--- src/rtl/tiny8_types.sv ---
// rtl/tiny8_types.sv - shared types for the tiny8 memory controller
// Purpose: controller state and operation enums, plus the wait counter width.
// Ports: none (package).
package tiny8_types;

  typedef enum logic [1:0] {
    IDLE,
    SETUP,
    WAIT,
    RESP
  } memctl_state;

  typedef enum logic {
    MEM_OP_READ,
    MEM_OP_WRITE
  } mem_op_e;

  // Wide enough for TIMEOUT up to 255; the counter saturates at all ones.
  localparam int CNT_W = 8;

endpackage

--- src/rtl/mem_ctrl_if.sv ---
// rtl/mem_ctrl_if.sv - request-side and external-side bus bundle for mem_ctrl
// Purpose: groups the control request handshake and the external memory bus.
// Ports (modport slave = controller view):
//   in : mem_read, mem_write, mem_address, mem_wdata, ext_rdata, ext_ready
//   out: mem_rdata, mem_resp, mem_error, ext_cs, ext_we, ext_addr, ext_wdata
// The master modport is the mirror image (requester plus external memory).
interface mem_ctrl_if #(
  parameter int ADDR_W = 8,
  parameter int DATA_W = 8
);
  logic              mem_read;
  logic              mem_write;
  logic [ADDR_W-1:0] mem_address;
  logic [DATA_W-1:0] mem_wdata;
  logic [DATA_W-1:0] mem_rdata;
  logic              mem_resp;
  logic              mem_error;
  logic              ext_cs;
  logic              ext_we;
  logic [ADDR_W-1:0] ext_addr;
  logic [DATA_W-1:0] ext_wdata;
  logic [DATA_W-1:0] ext_rdata;
  logic              ext_ready;

  modport slave (
    input  mem_read, mem_write, mem_address, mem_wdata, ext_rdata, ext_ready,
    output mem_rdata, mem_resp, mem_error, ext_cs, ext_we, ext_addr, ext_wdata
  );

  modport master (
    output mem_read, mem_write, mem_address, mem_wdata, ext_rdata, ext_ready,
    input  mem_rdata, mem_resp, mem_error, ext_cs, ext_we, ext_addr, ext_wdata
  );
endinterface

--- src/rtl/mem_ctrl_wait_timer.sv ---
// rtl/mem_ctrl_wait_timer.sv - wait-state counter with minimum and timeout flags
// Purpose: counts cycles spent in WAIT; module name mem_wait_timer.
// Ports: clk, rst (async active-high); clear (zero the count), enable (count up);
//        min_reached (count >= MIN_WAIT), timed_out (count >= TIMEOUT).
module mem_wait_timer
  import tiny8_types::*;
#(
  parameter int MIN_WAIT = 1,
  parameter int TIMEOUT  = 15
) (
  input  logic clk,
  input  logic rst,
  input  logic clear,
  input  logic enable,
  output logic min_reached,
  output logic timed_out
);
  logic [CNT_W-1:0] cnt;

  // Saturating so an indefinite wait never wraps back below MIN_WAIT.
  always_ff @(posedge clk or posedge rst) begin
    if (rst) begin
      cnt <= '0;
    end else if (clear) begin
      cnt <= '0;
    end else if (enable && (cnt != '1)) begin
      cnt <= cnt + 1'b1;
    end
  end

  assign min_reached = (cnt >= CNT_W'(MIN_WAIT));
  assign timed_out   = (cnt >= CNT_W'(TIMEOUT));
endmodule

--- src/rtl/mem_ctrl.sv ---
// rtl/mem_ctrl.sv - single-outstanding external memory access controller
// Purpose: turns a held read/write request into a SETUP/WAIT/RESP external
//          access and returns a one-cycle mem_resp pulse.
// Ports: clk, rst (async active-high); bus (mem_ctrl_if.slave) carrying the
//        request handshake and the external memory bus.
// Optional feature: TINY8_MEMCTL_TIMEOUT_EN enables the WAIT timeout that
//        completes with mem_error=1 (and all-ones read data) after TIMEOUT cycles.
module mem_ctrl
  import tiny8_types::*;
#(
  parameter int ADDR_W   = 8,
  parameter int DATA_W   = 8,
  parameter int MIN_WAIT = 1,
  parameter int TIMEOUT  = 15
) (
  input  logic        clk,
  input  logic        rst,
  mem_ctrl_if.slave   bus
);
  memctl_state       state, state_nx;
  mem_op_e           op_q;
  logic [ADDR_W-1:0] addr_q;
  logic [DATA_W-1:0] wdata_q;
  logic [DATA_W-1:0] rdata_q;
  logic              min_reached, timed_out;
  logic              ready_ok, timeout_hit, cs, resp;

  mem_wait_timer #(
    .MIN_WAIT(MIN_WAIT),
    .TIMEOUT (TIMEOUT)
  ) u_timer (
    .clk        (clk),
    .rst        (rst),
    .clear      (state != WAIT),
    .enable     (state == WAIT),
    .min_reached(min_reached),
    .timed_out  (timed_out)
  );

  // ext_ready only counts once the mandatory wait cycles have elapsed.
  assign ready_ok = min_reached && bus.ext_ready;

`ifdef TINY8_MEMCTL_TIMEOUT_EN
  logic err_q;
  // A qualifying ready in the timeout cycle still wins over the timeout.
  assign timeout_hit = timed_out && !ready_ok;

  always_ff @(posedge clk or posedge rst) begin
    if (rst) begin
      err_q <= 1'b0;
    end else if ((state == WAIT) && (ready_ok || timeout_hit)) begin
      err_q <= timeout_hit;
    end
  end
  assign bus.mem_error = err_q;
`else
  logic unused_timed_out;
  assign unused_timed_out = timed_out;
  assign timeout_hit      = 1'b0;
  assign bus.mem_error    = 1'b0;
`endif

  always_ff @(posedge clk or posedge rst) begin
    if (rst) begin
      state <= IDLE;
    end else begin
      state <= state_nx;
    end
  end

  always_comb begin
    state_nx = state;
    cs       = 1'b0;
    resp     = 1'b0;
    case (state)
      IDLE:  if (bus.mem_read || bus.mem_write) state_nx = SETUP;
      SETUP: begin
        cs       = 1'b1;
        state_nx = WAIT;
      end
      WAIT: begin
        cs = 1'b1;
        if (ready_ok || timeout_hit) state_nx = RESP;
      end
      RESP: begin
        resp     = 1'b1;
        state_nx = IDLE;
      end
      default: state_nx = IDLE;
    endcase
  end

  // Request fields are captured once in IDLE; later input changes are ignored.
  always_ff @(posedge clk or posedge rst) begin
    if (rst) begin
      op_q    <= MEM_OP_READ;
      addr_q  <= '0;
      wdata_q <= '0;
      rdata_q <= '0;
    end else begin
      if ((state == IDLE) && (bus.mem_read || bus.mem_write)) begin
        op_q    <= bus.mem_write ? MEM_OP_WRITE : MEM_OP_READ;
        addr_q  <= bus.mem_address;
        wdata_q <= bus.mem_wdata;
      end
      if ((state == WAIT) && (op_q == MEM_OP_READ)) begin
        if (ready_ok) begin
          rdata_q <= bus.ext_rdata;
        end else if (timeout_hit) begin
          rdata_q <= '1;
        end
      end
    end
  end

  assign bus.ext_cs    = cs;
  assign bus.ext_we    = cs && (op_q == MEM_OP_WRITE);
  assign bus.ext_addr  = addr_q;
  assign bus.ext_wdata = wdata_q;
  assign bus.mem_rdata = rdata_q;
  assign bus.mem_resp  = resp;
endmodule

--- src/flat_wrapper.sv ---
// flat-port wrapper written by rule: the top's interface ports become plain ports
module mem_ctrl_flat import tiny8_types::*;
#(
  parameter int ADDR_W   = 8,
  parameter int DATA_W   = 8,
  parameter int MIN_WAIT = 1,
  parameter int TIMEOUT  = 15
)
  (clk, rst, bus_mem_read, bus_mem_write, bus_mem_address, bus_mem_wdata, bus_ext_rdata, bus_ext_ready, bus_mem_rdata, bus_mem_resp, bus_mem_error, bus_ext_cs, bus_ext_we, bus_ext_addr, bus_ext_wdata);
  mem_ctrl_if #(.ADDR_W(ADDR_W), .DATA_W(DATA_W)) bus_i ();
  input  logic clk;
  input  logic rst;
  input wire logic [$bits(bus_i.mem_read)-1:0] bus_mem_read;
  input wire logic [$bits(bus_i.mem_write)-1:0] bus_mem_write;
  input wire logic [$bits(bus_i.mem_address)-1:0] bus_mem_address;
  input wire logic [$bits(bus_i.mem_wdata)-1:0] bus_mem_wdata;
  input wire logic [$bits(bus_i.ext_rdata)-1:0] bus_ext_rdata;
  input wire logic [$bits(bus_i.ext_ready)-1:0] bus_ext_ready;
  output wire logic [$bits(bus_i.mem_rdata)-1:0] bus_mem_rdata;
  output wire logic [$bits(bus_i.mem_resp)-1:0] bus_mem_resp;
  output wire logic [$bits(bus_i.mem_error)-1:0] bus_mem_error;
  output wire logic [$bits(bus_i.ext_cs)-1:0] bus_ext_cs;
  output wire logic [$bits(bus_i.ext_we)-1:0] bus_ext_we;
  output wire logic [$bits(bus_i.ext_addr)-1:0] bus_ext_addr;
  output wire logic [$bits(bus_i.ext_wdata)-1:0] bus_ext_wdata;
  assign bus_i.mem_read = bus_mem_read;
  assign bus_i.mem_write = bus_mem_write;
  assign bus_i.mem_address = bus_mem_address;
  assign bus_i.mem_wdata = bus_mem_wdata;
  assign bus_i.ext_rdata = bus_ext_rdata;
  assign bus_i.ext_ready = bus_ext_ready;
  assign bus_mem_rdata = bus_i.mem_rdata;
  assign bus_mem_resp = bus_i.mem_resp;
  assign bus_mem_error = bus_i.mem_error;
  assign bus_ext_cs = bus_i.ext_cs;
  assign bus_ext_we = bus_i.ext_we;
  assign bus_ext_addr = bus_i.ext_addr;
  assign bus_ext_wdata = bus_i.ext_wdata;
  mem_ctrl #(.ADDR_W(ADDR_W), .DATA_W(DATA_W), .MIN_WAIT(MIN_WAIT), .TIMEOUT(TIMEOUT)) u_core (.clk(clk), .rst(rst), .bus(bus_i));
endmodule
--- config.mk ---
export PLATFORM = sky130hd
export DESIGN_NAME = mem_ctrl_flat
export DESIGN_NICKNAME = d
export VERILOG_FILES = /design/src/rtl/tiny8_types.sv /design/src/rtl/mem_ctrl_if.sv /design/src/rtl/mem_ctrl_wait_timer.sv /design/src/rtl/mem_ctrl.sv /design/src/flat_wrapper.sv
export SDC_FILE = /design/constraint.sdc
export NUM_CORES = 1
export LEC_CHECK = 0
export BUFFER_PORTS_ARGS = -buffer_cell sky130_fd_sc_hd__buf_2
export CAP_MARGIN = 20
export CORE_ASPECT_RATIO = 1.2
export CORE_MARGIN = 2
export CORE_UTILIZATION = 55
export CTS_BUF_LIST = sky130_fd_sc_hd__clkbuf_8
export DETAILED_ROUTE_END_ITERATION = 16
export PLACE_DENSITY = 0.95
export SKIP_LAST_GASP = 1
export SYNTH_ARGS = -nofsm -noshare
export SYNTH_HDL_FRONTEND = slang
export SYNTH_SLANG_ARGS = --single-unit
--- constraint.sdc ---
create_clock -name clk -period 3.5 [get_ports clk]
set_input_delay 0.875 -clock clk [delete_from_list [all_inputs] [get_ports clk]]
set_output_delay 0.875 -clock clk [all_outputs]
set_load 0.02 [all_outputs]
==> flow_metrics.env, run 1 <==
export IMPL_finalPower_uw=1840
export IMPL_antenna_found_initial=0
export IMPL_routed_wirelength_um=3840
export IMPL_rows=21
export IMPL_leakage_uw=0.000988
export IMPL_setup_tns_ps=0
export IMPL_io_pins=57
export IMPL_arrival_ps=1480
export IMPL_hold_viol=0
export IMPL_yosys_most_used_dff="dfrtp_1"
export IMPL_synthAdderAreaFrac_pct=5.35
export IMPL_fp_dieH_um=63.8
export IMPL_synth_mux_area_share_pct=17.7
export IMPL_slowest_stage="dfrtp_1"
export IMPL_slew_limit_headroom_pct=46.6
export IMPL_ys_top_cells_by_area="dfrtp_1, mux2_2, ha_1, nand2_1, and3_1"
export IMPL_grt_pass1_wl_um=6070
export IMPL_worst_setup_path_start_kind="register"
export IMPL_drt_iter0_drc=54
export IMPL_cts_buffers=5
export IMPL_synth_warnings=0
export IMPL_htreeDepth=2
export IMPL_power_frac_comb_pct=48.4
export IMPL_die_area_um2=3430
export IMPL_gp_congestion=0.944
export IMPL_vdd_ir_drop_max_mv=0.552
export IMPL_seqPwrFrac_pct=36.8
export IMPL_grtUsageTotal_pct=25.0
export IMPL_nFillCells=182
export IMPL_synth_most_common_cell="dfrtp_1"
export IMPL_swShare_pct=41.2
export IMPL_drive_above_1_share_pct=47.6
export IMPL_crit_family="flip-flops"
export IMPL_drv_slew=0
export IMPL_postCtsSetupBuffers=0
export IMPL_worstPathMaxFanout=4
export IMPL_cts_root_buffer="clkbuf_8"
export IMPL_area_growth_pct=23.5
export IMPL_port_buffers=55
export IMPL_hp_class="reg -> reg"
export IMPL_vias_per_cell=5.70
export IMPL_ctsHoldBuffers=0
export IMPL_coreArea_um2=2810
export IMPL_status="complete, no violations"
export IMPL_vias=1272
export IMPL_worstPathRequired_ps=2620
export IMPL_cts_resized=0
export IMPL_finalCriticalPeriod_ps=2360
export IMPL_synth_compound_area_share_pct=9.02
export IMPL_drc=0
export IMPL_syn_avg_cell_area_um2=12.7
export IMPL_clockBufferDepth=2
export IMPL_antenna_left=0
export IMPL_critPathBufInv=2
export IMPL_clk_pin_slew_ps=70
export IMPL_multi_input_area_um2=721
export IMPL_synth_async_reset_ratio_pct=100
export IMPL_synth_top_family_by_area="multiplexers"
export IMPL_routedWlPerCell_um=17.2
export IMPL_rsz0062_at_grt="false"
export IMPL_grt_overflow_total=0
export IMPL_synth_xor_area_share_pct=0
export IMPL_dp_hpwl_um=2680
export IMPL_synth_top_area_share_pct=53.5
export IMPL_yosysTopAreaCell="dfrtp_1"
export IMPL_seqCellArea_um2=876
export IMPL_synthCells=129
export IMPL_yosysUniqueCellTypes=35
export IMPL_critPathCaptureType="primary output"
export IMPL_internal_power_uw=1080
export IMPL_netlist_area_um2=1640
export IMPL_initial_core_util_pct=58.2
export IMPL_ys_seq_elements=35
export IMPL_die_w_um=53.8
export IMPL_yosysSeqAreaShare_pct=53.5
export IMPL_first_global_vias=1257
export IMPL_power_frac_clock_pct=14.7
export IMPL_power_density_nw_per_um2=911
export IMPL_n_antenna_cell=0
export IMPL_drv_cap=0
export IMPL_grt_max_degree=36
export IMPL_cts_sinks=35
export IMPL_tightest_slew_ps=801
export IMPL_synth_common_cells="dfrtp_1, mux2_2, nand2_1"
export IMPL_synthSimpleGateAreaFrac_pct=11.7
export IMPL_crit_chain="inv_1 -> ha_1 -> and2_1 -> buf_2"
export IMPL_cts_tree="yes"
export IMPL_num_nets_final=224
export IMPL_syn_num_nets=165
export IMPL_setup_violations=0
export IMPL_max_stage_delay_ps=410
export IMPL_synth_edf_count=0
export IMPL_net_switching_power_uw=758
export IMPL_drt_first_pass_iters=4
export IMPL_clock_latency_ps=290
export IMPL_final_setup_skew_ps=7.79
export IMPL_crit_type="reg -> out"
export IMPL_max_freq_mhz=424
export IMPL_finalCritPeriodShare_pct=67.3
## cells by family after synthesis
group	after synthesis
simple gates	32
flops	35
compound gates	19
buf+inv	9
mux	26
other cells	1
fa+ha+maj	7
## worst paths after layout
check,start,end,slack (ps),cells after the start
setup / recovery,u_core.state[1]$_DFFE_PP0P_,bus_ext_we,1140,4
hold / removal,u_core.bus.ext_addr[0]$_DFFE_PP0P_,u_core.bus.ext_addr[0]$_DFFE_PP0P_,500,1
setup reg to reg,u_core.state[0]$_DFFE_PP0P_,u_core.bus.mem_rdata[2]$_DFFE_PP0P_,1290,5
hold reg to reg,u_core.bus.ext_addr[0]$_DFFE_PP0P_,u_core.bus.ext_addr[0]$_DFFE_PP0P_,500,1
max in group asynchronous,rst,u_core.state[0]$_DFFE_PP0P_,2510,3
min in group asynchronous,rst,u_core.u_timer.cnt[0]$_DFFE_PP0P_,680,3
## power by group through the flow
stage                     registers, uW  clock network (uW)  logic, uW
final                               679                 271        893
after global routing                697                 296        959
after CTS                           679                 271        900
after detailed placement            682                   0        884
after global placement              664                   0        833
after floorplan                     843                   0        440
## metal layers
layer / GRT usage, % / up-vias / part of all wire, %
met4: 9.94 / 0 / 3.0
met2: 43.9 / 64 / 54
met5: 0 / - / 0
met3: 7.48 / 13 / 7.7
met1: 26.7 / 616 / 36
li1: - / 579 / -
## flip-flops by register name, summed over array words and instances (netlist names)
name and count:
u_core.bus.ext_addr 8, u_core.bus.ext_wdata 8, u_core.bus.mem_rdata 8, u_core.op_q 1, u_core.state 2, u_core.u_timer.cnt 8
## cell type report
type                    instances  share of cell area [%]
well taps                      34                    2.10
clock inverters                 3                   0.619
flip-flops and latches         35                    43.3
inverters                       5                   0.928
multi-input cells              85                    35.6
repair buffers                 56                    14.0
clock buffers                   5                    3.40
## cells in the final DEF, fill, tap and decap left out, types with 2 or more instances in the layout
cell and n:
nor3_1 2, nand4_1 2, clkbuf_8 5, mux2i_1 2, nand2_1 10, a211oi_1 2
ha_1 7, buf_2 55, mux2_2 22, a31oi_1 3, nand2b_1 2, nand3_1 5
mux2_1 2, inv_1 7, o21ai_0 5, dfrtp_1 35, and3_1 4
## stage by stage
stage          util [%]  cell area, um2  setup WS (ps)  instances  hold WS, ps
3_5_place_dp       69.0            1940           1290        215          491
2_1_floorplan         -            1640           1510        129          519
6_report           71.9            2020           1140        223          504
5_1_grt            71.9            2020           1100        223          517
3_3_place_gp       69.0            1940           1380        215          462
4_1_cts            71.9            2020           1150        223          506
Power figures use the tool's default switching activity.
==> run 2, diff against run 1 <==
--- a/config.mk
+++ b/config.mk
@@ -9,10 +9,10 @@
 export CAP_MARGIN = 20
 export CORE_ASPECT_RATIO = 1.2
 export CORE_MARGIN = 2
-export CORE_UTILIZATION = 55
+export CORE_UTILIZATION = 51
 export CTS_BUF_LIST = sky130_fd_sc_hd__clkbuf_8
 export DETAILED_ROUTE_END_ITERATION = 16
-export PLACE_DENSITY = 0.95
+export PLACE_DENSITY = 0.9
 export SKIP_LAST_GASP = 1
 export SYNTH_ARGS = -nofsm -noshare
 export SYNTH_HDL_FRONTEND = slang
==> constraint.sdc (replaced) <==
create_clock -name clk -period 2.41 [get_ports clk]
set_input_delay 0.6025 -clock clk [delete_from_list [all_inputs] [get_ports clk]]
set_output_delay 0.6025 -clock clk [all_outputs]
set_load 0.02 [all_outputs]
==> run 2 against run 1 <==
- sequential share of layout area shrank 0.35 points
- combinational power is 41% higher
- first-iteration DRC count shrank 44%
- critical path depth up 1
- die area grew 7.3%
- clock power increased by 55%
- total power rose by 44%
==> flow_metrics.env, run 2 (synthesis gave the netlist of run 1 again) <==
export IMPL_drt_first_pass_iters=4
export IMPL_drv_slew=0
export IMPL_tightest_slew_ps=545
export IMPL_seqPwrFrac_pct=36.6
export IMPL_clockBufferDepth=2
export IMPL_power_density_nw_per_um2=1300
export IMPL_net_switching_power_uw=1040
export IMPL_drv_cap=0
export IMPL_htreeDepth=2
export IMPL_place_ws_ps=313
export IMPL_cts_tree="yes"
export IMPL_power_frac_clock_pct=15.8
export IMPL_grt_max_degree=36
export IMPL_internal_power_uw=1610
export IMPL_finalCriticalPeriod_ps=2100
export IMPL_swShare_pct=39.2
export IMPL_rows=22
export IMPL_grtUsageTotal_pct=19.9
export IMPL_first_global_vias=1286
export IMPL_clk_pin_slew_ps=60
export IMPL_antenna_found_initial=0
export IMPL_utilization_pct=66.7
export IMPL_nFillCells=222
export IMPL_die_w_um=55.7
export IMPL_ctsHoldBuffers=0
export IMPL_clock_latency_ps=290
export IMPL_final_setup_skew_ps=4.75
export IMPL_worst_setup_path_start_kind="register"
export IMPL_timing_hold_ws_ps=395
export IMPL_critPathCaptureType="register"
export IMPL_num_nets_final=225
export IMPL_slew_limit_headroom_pct=63.6
export IMPL_postCtsSetupBuffers=0
export IMPL_n_antenna_cell=0
export IMPL_vias=1228
export IMPL_setup_tns_ps=0
export IMPL_port_buffers=55
export IMPL_die_area_um2=3680
export IMPL_arrival_ps=2260
export IMPL_drc=0
export IMPL_cts_resized=0
export IMPL_crit_type="reg -> reg"
export IMPL_rsz0062_at_grt="false"
export IMPL_cts_buffers=5
export IMPL_dp_hpwl_um=2540
export IMPL_fp_dieH_um=66.1
export IMPL_area_growth_pct=24.5
export IMPL_status="complete, no violations"
export IMPL_routedWlPerCell_um=14.8
export IMPL_final_common_cell="buf_2"
export IMPL_setup_slack_ps=315
export IMPL_grt_overflow_total=0
export IMPL_power_frac_comb_pct=47.6
export IMPL_cts_sinks=35
export IMPL_cts_root_buffer="clkbuf_8"
export IMPL_final_cell_mix="buf_2, dfrtp_1, mux2_2, nand2_1, ha_1"
export IMPL_initial_core_util_pct=53.6
export IMPL_vdd_ir_drop_max_mv=1.10
export IMPL_grt_pass1_wl_um=5440
export IMPL_hold_viol=0
export IMPL_max_freq_mhz=477
export IMPL_routed_wirelength_um=3330
export IMPL_gp_congestion=0.885
export IMPL_finalCritPeriodShare_pct=86.9
export IMPL_io_pins=57
export IMPL_antenna_left=0
export IMPL_worstPathRequired_ps=2580
export IMPL_vias_per_cell=5.46
export IMPL_drive_above_1_share_pct=48.7
export IMPL_drt_iter0_drc=30
export IMPL_coreArea_um2=3060
export IMPL_leakage_uw=0.000989
export IMPL_worstPathMaxFanout=14
export IMPL_setup_violations=0
export IMPL_hp_class="in -> async"
[run 2: changes by cell type in the layout (fill, tap and decap cells not counted)]
| cell | delta |
|---|---|
| inv_1 | -2 |
| buf_4 | +1 |
| clkbuf_8 | +1 |
[run 2: routing by layer]
layer  global-route usage [%]  wire length [um]  vias up
li1                         -                 -      581
met1                     18.9              1250      575
met2                     35.0              1680       60
met3                     7.44               273       12
met4                     14.9               119        0
met5                        0                 0        -
[run 2: path summary, 6_finish.rpt]
kind	startpoint	endpoint	slack [ps]	cells past startpoint
hold reg to reg	u_core.bus.mem_rdata[0]$_DFFE_PP0P_	u_core.bus.mem_rdata[0]$_DFFE_PP0P_	490	1
min in group clk	u_core.bus.mem_rdata[0]$_DFFE_PP0P_	u_core.bus.mem_rdata[0]$_DFFE_PP0P_	490	1
setup reg to reg	u_core.state[0]$_DFFE_PP0P_	u_core.bus.mem_rdata[2]$_DFFE_PP0P_	310	5
setup / recovery	u_core.state[0]$_DFFE_PP0P_	u_core.bus.mem_rdata[2]$_DFFE_PP0P_	310	5
hold / removal	rst	u_core.bus.mem_rdata[7]$_DFFE_PP0P_	390	3
max in group asynchronous	rst	u_core.bus.mem_rdata[3]$_DFFE_PP0P_	1700	3
[run 2: layout make-up]
cell class / instances / area (um2) / share of cell area, %
inverter: 5 / 18.8 / 0.921
clock inverter: 1 / 5.00 / 0.246
sequential: 35 / 876 / 43.0
multi-input combinational: 85 / 721 / 35.4
tap: 36 / 45.0 / 2.21
timing repair buffer: 57 / 290 / 14.2
clock buffer: 6 / 82.6 / 4.05
[run 2: worst max-delay path, stage by stage, from the launching register on]
cell,delay [ps]
dfrtp_1,410
inv_1,140
ha_1,430
nand2_1,160
a211oi_4,450
mux2_2,390
[run 2: per-stage QoR]
| stage | total power [uW] | instances | area (um2) |
|---|---|---|---|
| 6_report | 2650 | 225 | 2040 |
| 5_1_grt | 2810 | 225 | 2040 |
| 4_1_cts | 2690 | 225 | 2040 |
| 3_5_place_dp | 2260 | 218 | 1950 |
| 3_3_place_gp | 2190 | 218 | 1950 |
| 2_1_floorplan | 1860 | 129 | 1640 |
[run 2: power groups by stage]
stage	Sequential, uW	Combinational [uW]	Clock (uW)
6_report	970	1260	419
5_1_grt	997	1350	464
4_1_cts	972	1280	437
3_5_place_dp	984	1270	0
3_3_place_gp	965	1220	0
2_1_floorplan	1220	638	0
==> run 3, diff against run 2 <==
--- a/config.mk
+++ b/config.mk
@@ -13,6 +13,7 @@
 export CTS_BUF_LIST = sky130_fd_sc_hd__clkbuf_8
 export DETAILED_ROUTE_END_ITERATION = 16
 export PLACE_DENSITY = 0.9
+export RECOVER_POWER = 50
 export SKIP_LAST_GASP = 1
 export SYNTH_ARGS = -nofsm -noshare
 export SYNTH_HDL_FRONTEND = slang
==> run 3 against run 2 <==
- sequential power about the same
- global-route usage unchanged
- worst setup slack improved by 1.5 ps
- routed wire length increased by 0.12%
- via count decreased by 0.41%
- first-iteration DRC count decreased by 6.7%
- critical path depth unchanged
- sequential share of layout area increased by 0.37 points
- sequential cell count unchanged
- final cell count unchanged
- critical endpoint unchanged
==> flow_metrics.env, run 3 (synthesis gave the netlist of run 1 again) <==
export IMPL_rsz0062_at_grt="false"
export IMPL_timing_hold_ws_ps=487
export IMPL_r2r_cells=5
export IMPL_leakage_uw=0.000962
export IMPL_clock_latency_ps=290
export IMPL_grtUsageTotal_pct=19.9
export IMPL_drv_slew=0
export IMPL_worstPathRequired_ps=2580
export IMPL_tightest_slew_ps=834
export IMPL_worst_setup_path_start_kind="register"
export IMPL_drive_above_1_share_pct=43.4
export IMPL_postCtsSetupBuffers=0
export IMPL_antenna_found_initial=0
export IMPL_coreArea_um2=3060
export IMPL_n_antenna_cell=0
export IMPL_ff2ff_setup_slack_ps=320
export IMPL_clk_pin_slew_ps=60
export IMPL_cts_resized=0
export IMPL_critPathBufInv=1
export IMPL_io_pins=57
export IMPL_hp_class="reg -> reg"
export IMPL_area_growth_pct=23.5
export IMPL_cts_sinks=35
export IMPL_die_area_um2=3680
export IMPL_slowest_stage="a211oi_4"
export IMPL_fp_dieH_um=66.1
export IMPL_drt_iter0_drc=28
export IMPL_arrival_ps=2260
export IMPL_die_w_um=55.7
export IMPL_critPathCaptureType="register"
export IMPL_vias=1223
export IMPL_clockBufferDepth=2
export IMPL_drt_first_pass_iters=4
export IMPL_crit_chain="inv_1 -> ha_1 -> nand2_1 -> a211oi_4 -> mux2_2"
export IMPL_hold_viol=0
export IMPL_power_density_nw_per_um2=1300
export IMPL_port_buffers=55
export IMPL_final_cell_mix="buf_2, dfrtp_1, mux2_2, nand2_1, clkbuf_1"
export IMPL_setup_tns_ps=0
export IMPL_crit_type="reg -> reg"
export IMPL_cts_tree="yes"
export IMPL_drc=0
export IMPL_final_setup_skew_ps=4.37
export IMPL_ctsHoldBuffers=0
export IMPL_finalCritPeriodShare_pct=86.9
export IMPL_max_freq_mhz=478
export IMPL_first_global_vias=1286
export IMPL_status="complete, no violations"
export IMPL_antenna_left=0
export IMPL_gp_congestion=0.885
export IMPL_routedWlPerCell_um=14.8
export IMPL_routed_wirelength_um=3330
export IMPL_regToRegStartpoint="u_core.state[0]$_DFFE_PP0P_"
export IMPL_initial_core_util_pct=53.6
export IMPL_hold_start="u_core.bus.mem_rdata[0]$_DFFE_PP0P_"
export IMPL_finalCriticalPeriod_ps=2090
export IMPL_grt_overflow_total=0
export IMPL_htreeDepth=2
export IMPL_vias_per_cell=5.44
export IMPL_nFillCells=233
export IMPL_cts_buffers=5
export IMPL_slew_limit_headroom_pct=44.4
export IMPL_crit_family="compound AO/OA/AOI/OAI gates"
export IMPL_hold_path_depth=1
export IMPL_grt_max_degree=36
export IMPL_vdd_ir_drop_max_mv=1.06
export IMPL_final_common_cell="buf_2"
export IMPL_dp_hpwl_um=2540
export IMPL_holdPathEnd="u_core.bus.mem_rdata[0]$_DFFE_PP0P_"
export IMPL_cts_root_buffer="clkbuf_8"
export IMPL_r2r_end="u_core.bus.mem_rdata[2]$_DFFE_PP0P_"
export IMPL_num_nets_final=225
export IMPL_drv_cap=0
export IMPL_setup_violations=0
export IMPL_grt_pass1_wl_um=5440
export IMPL_max_stage_delay_ps=450
export IMPL_rows=22
export IMPL_worstPathMaxFanout=14
[run 3: cell count changes in the layout (fill, tap and decap cells not counted), sizes merged]
cell	delta
clkbuf	+10
buf	-10
[run 3: worst register-to-register path: cells and delay by family (launching register included)]
| family | cells | cell delay [ps] |
|---|---|---|
| muxes | 1 | 390 |
| and+or+nand+nor | 1 | 160 |
| DFF | 1 | 410 |
| AOI/OAI and AO/OA | 1 | 460 |
| buffers and inverters | 1 | 140 |
| adders and majority gates | 1 | 430 |
[run 3: layer usage]
layer  routed length (um)  up-vias  track usage [%]  part of all wire, %
li1                     -      579                -                    -
met1                 1250      576             18.9                   37
met2                 1690       57             35.0                   51
met3                  275       11             7.44                  8.3
met4                  122        0             14.9                  3.7
met5                    0        -                0                    0
[run 3: cell type report]
cell class,count,area (um2),share of cell area [%]
flip-flops and latches,35,876,43.3
multi-input cells,85,717,35.5
repair buffers,57,277,13.7
clock buffers,6,82.6,4.09
well taps,36,45.0,2.23
inverters,5,18.8,0.929
clock inverters,1,5.00,0.248
[run 3: metrics by stage]
step | instances | area, um2 | utilization, % | setup WS [ps] | power (uW)
final | 225 | 2020 | 66.1 | 316 | 2630
after global routing | 225 | 2020 | 66.1 | 175 | 2790
after CTS | 225 | 2040 | 66.7 | 294 | 2690
after detailed placement | 218 | 1950 | 63.8 | 313 | 2260
after global placement | 218 | 1950 | 63.8 | 467 | 2190
after floorplan | 129 | 1640 | - | 693 | 1860
[run 3: power breakdown]
group          switching, uW  total (uW)  internal (uW)
clock                    195         418            224
sequential               139         973            835
combinational            707        1230            527
[run 3: how the worst max path moves through the flow]
stage	start	endpoint	cells after the start
after floorplan	u_core.state[1]$_DFFE_PP0P_	bus_ext_we	3
after global placement	u_core.state[0]$_DFFE_PP0P_	u_core.bus.mem_rdata[3]$_DFFE_PP0P_	5
after detailed placement	u_core.state[0]$_DFFE_PP0P_	u_core.bus.mem_rdata[4]$_DFFE_PP0P_	5
after CTS	u_core.state[0]$_DFFE_PP0P_	u_core.bus.mem_rdata[4]$_DFFE_PP0P_	5
after global routing	u_core.state[0]$_DFFE_PP0P_	u_core.bus.mem_rdata[3]$_DFFE_PP0P_	5
final	u_core.state[0]$_DFFE_PP0P_	u_core.bus.mem_rdata[2]$_DFFE_PP0P_	5
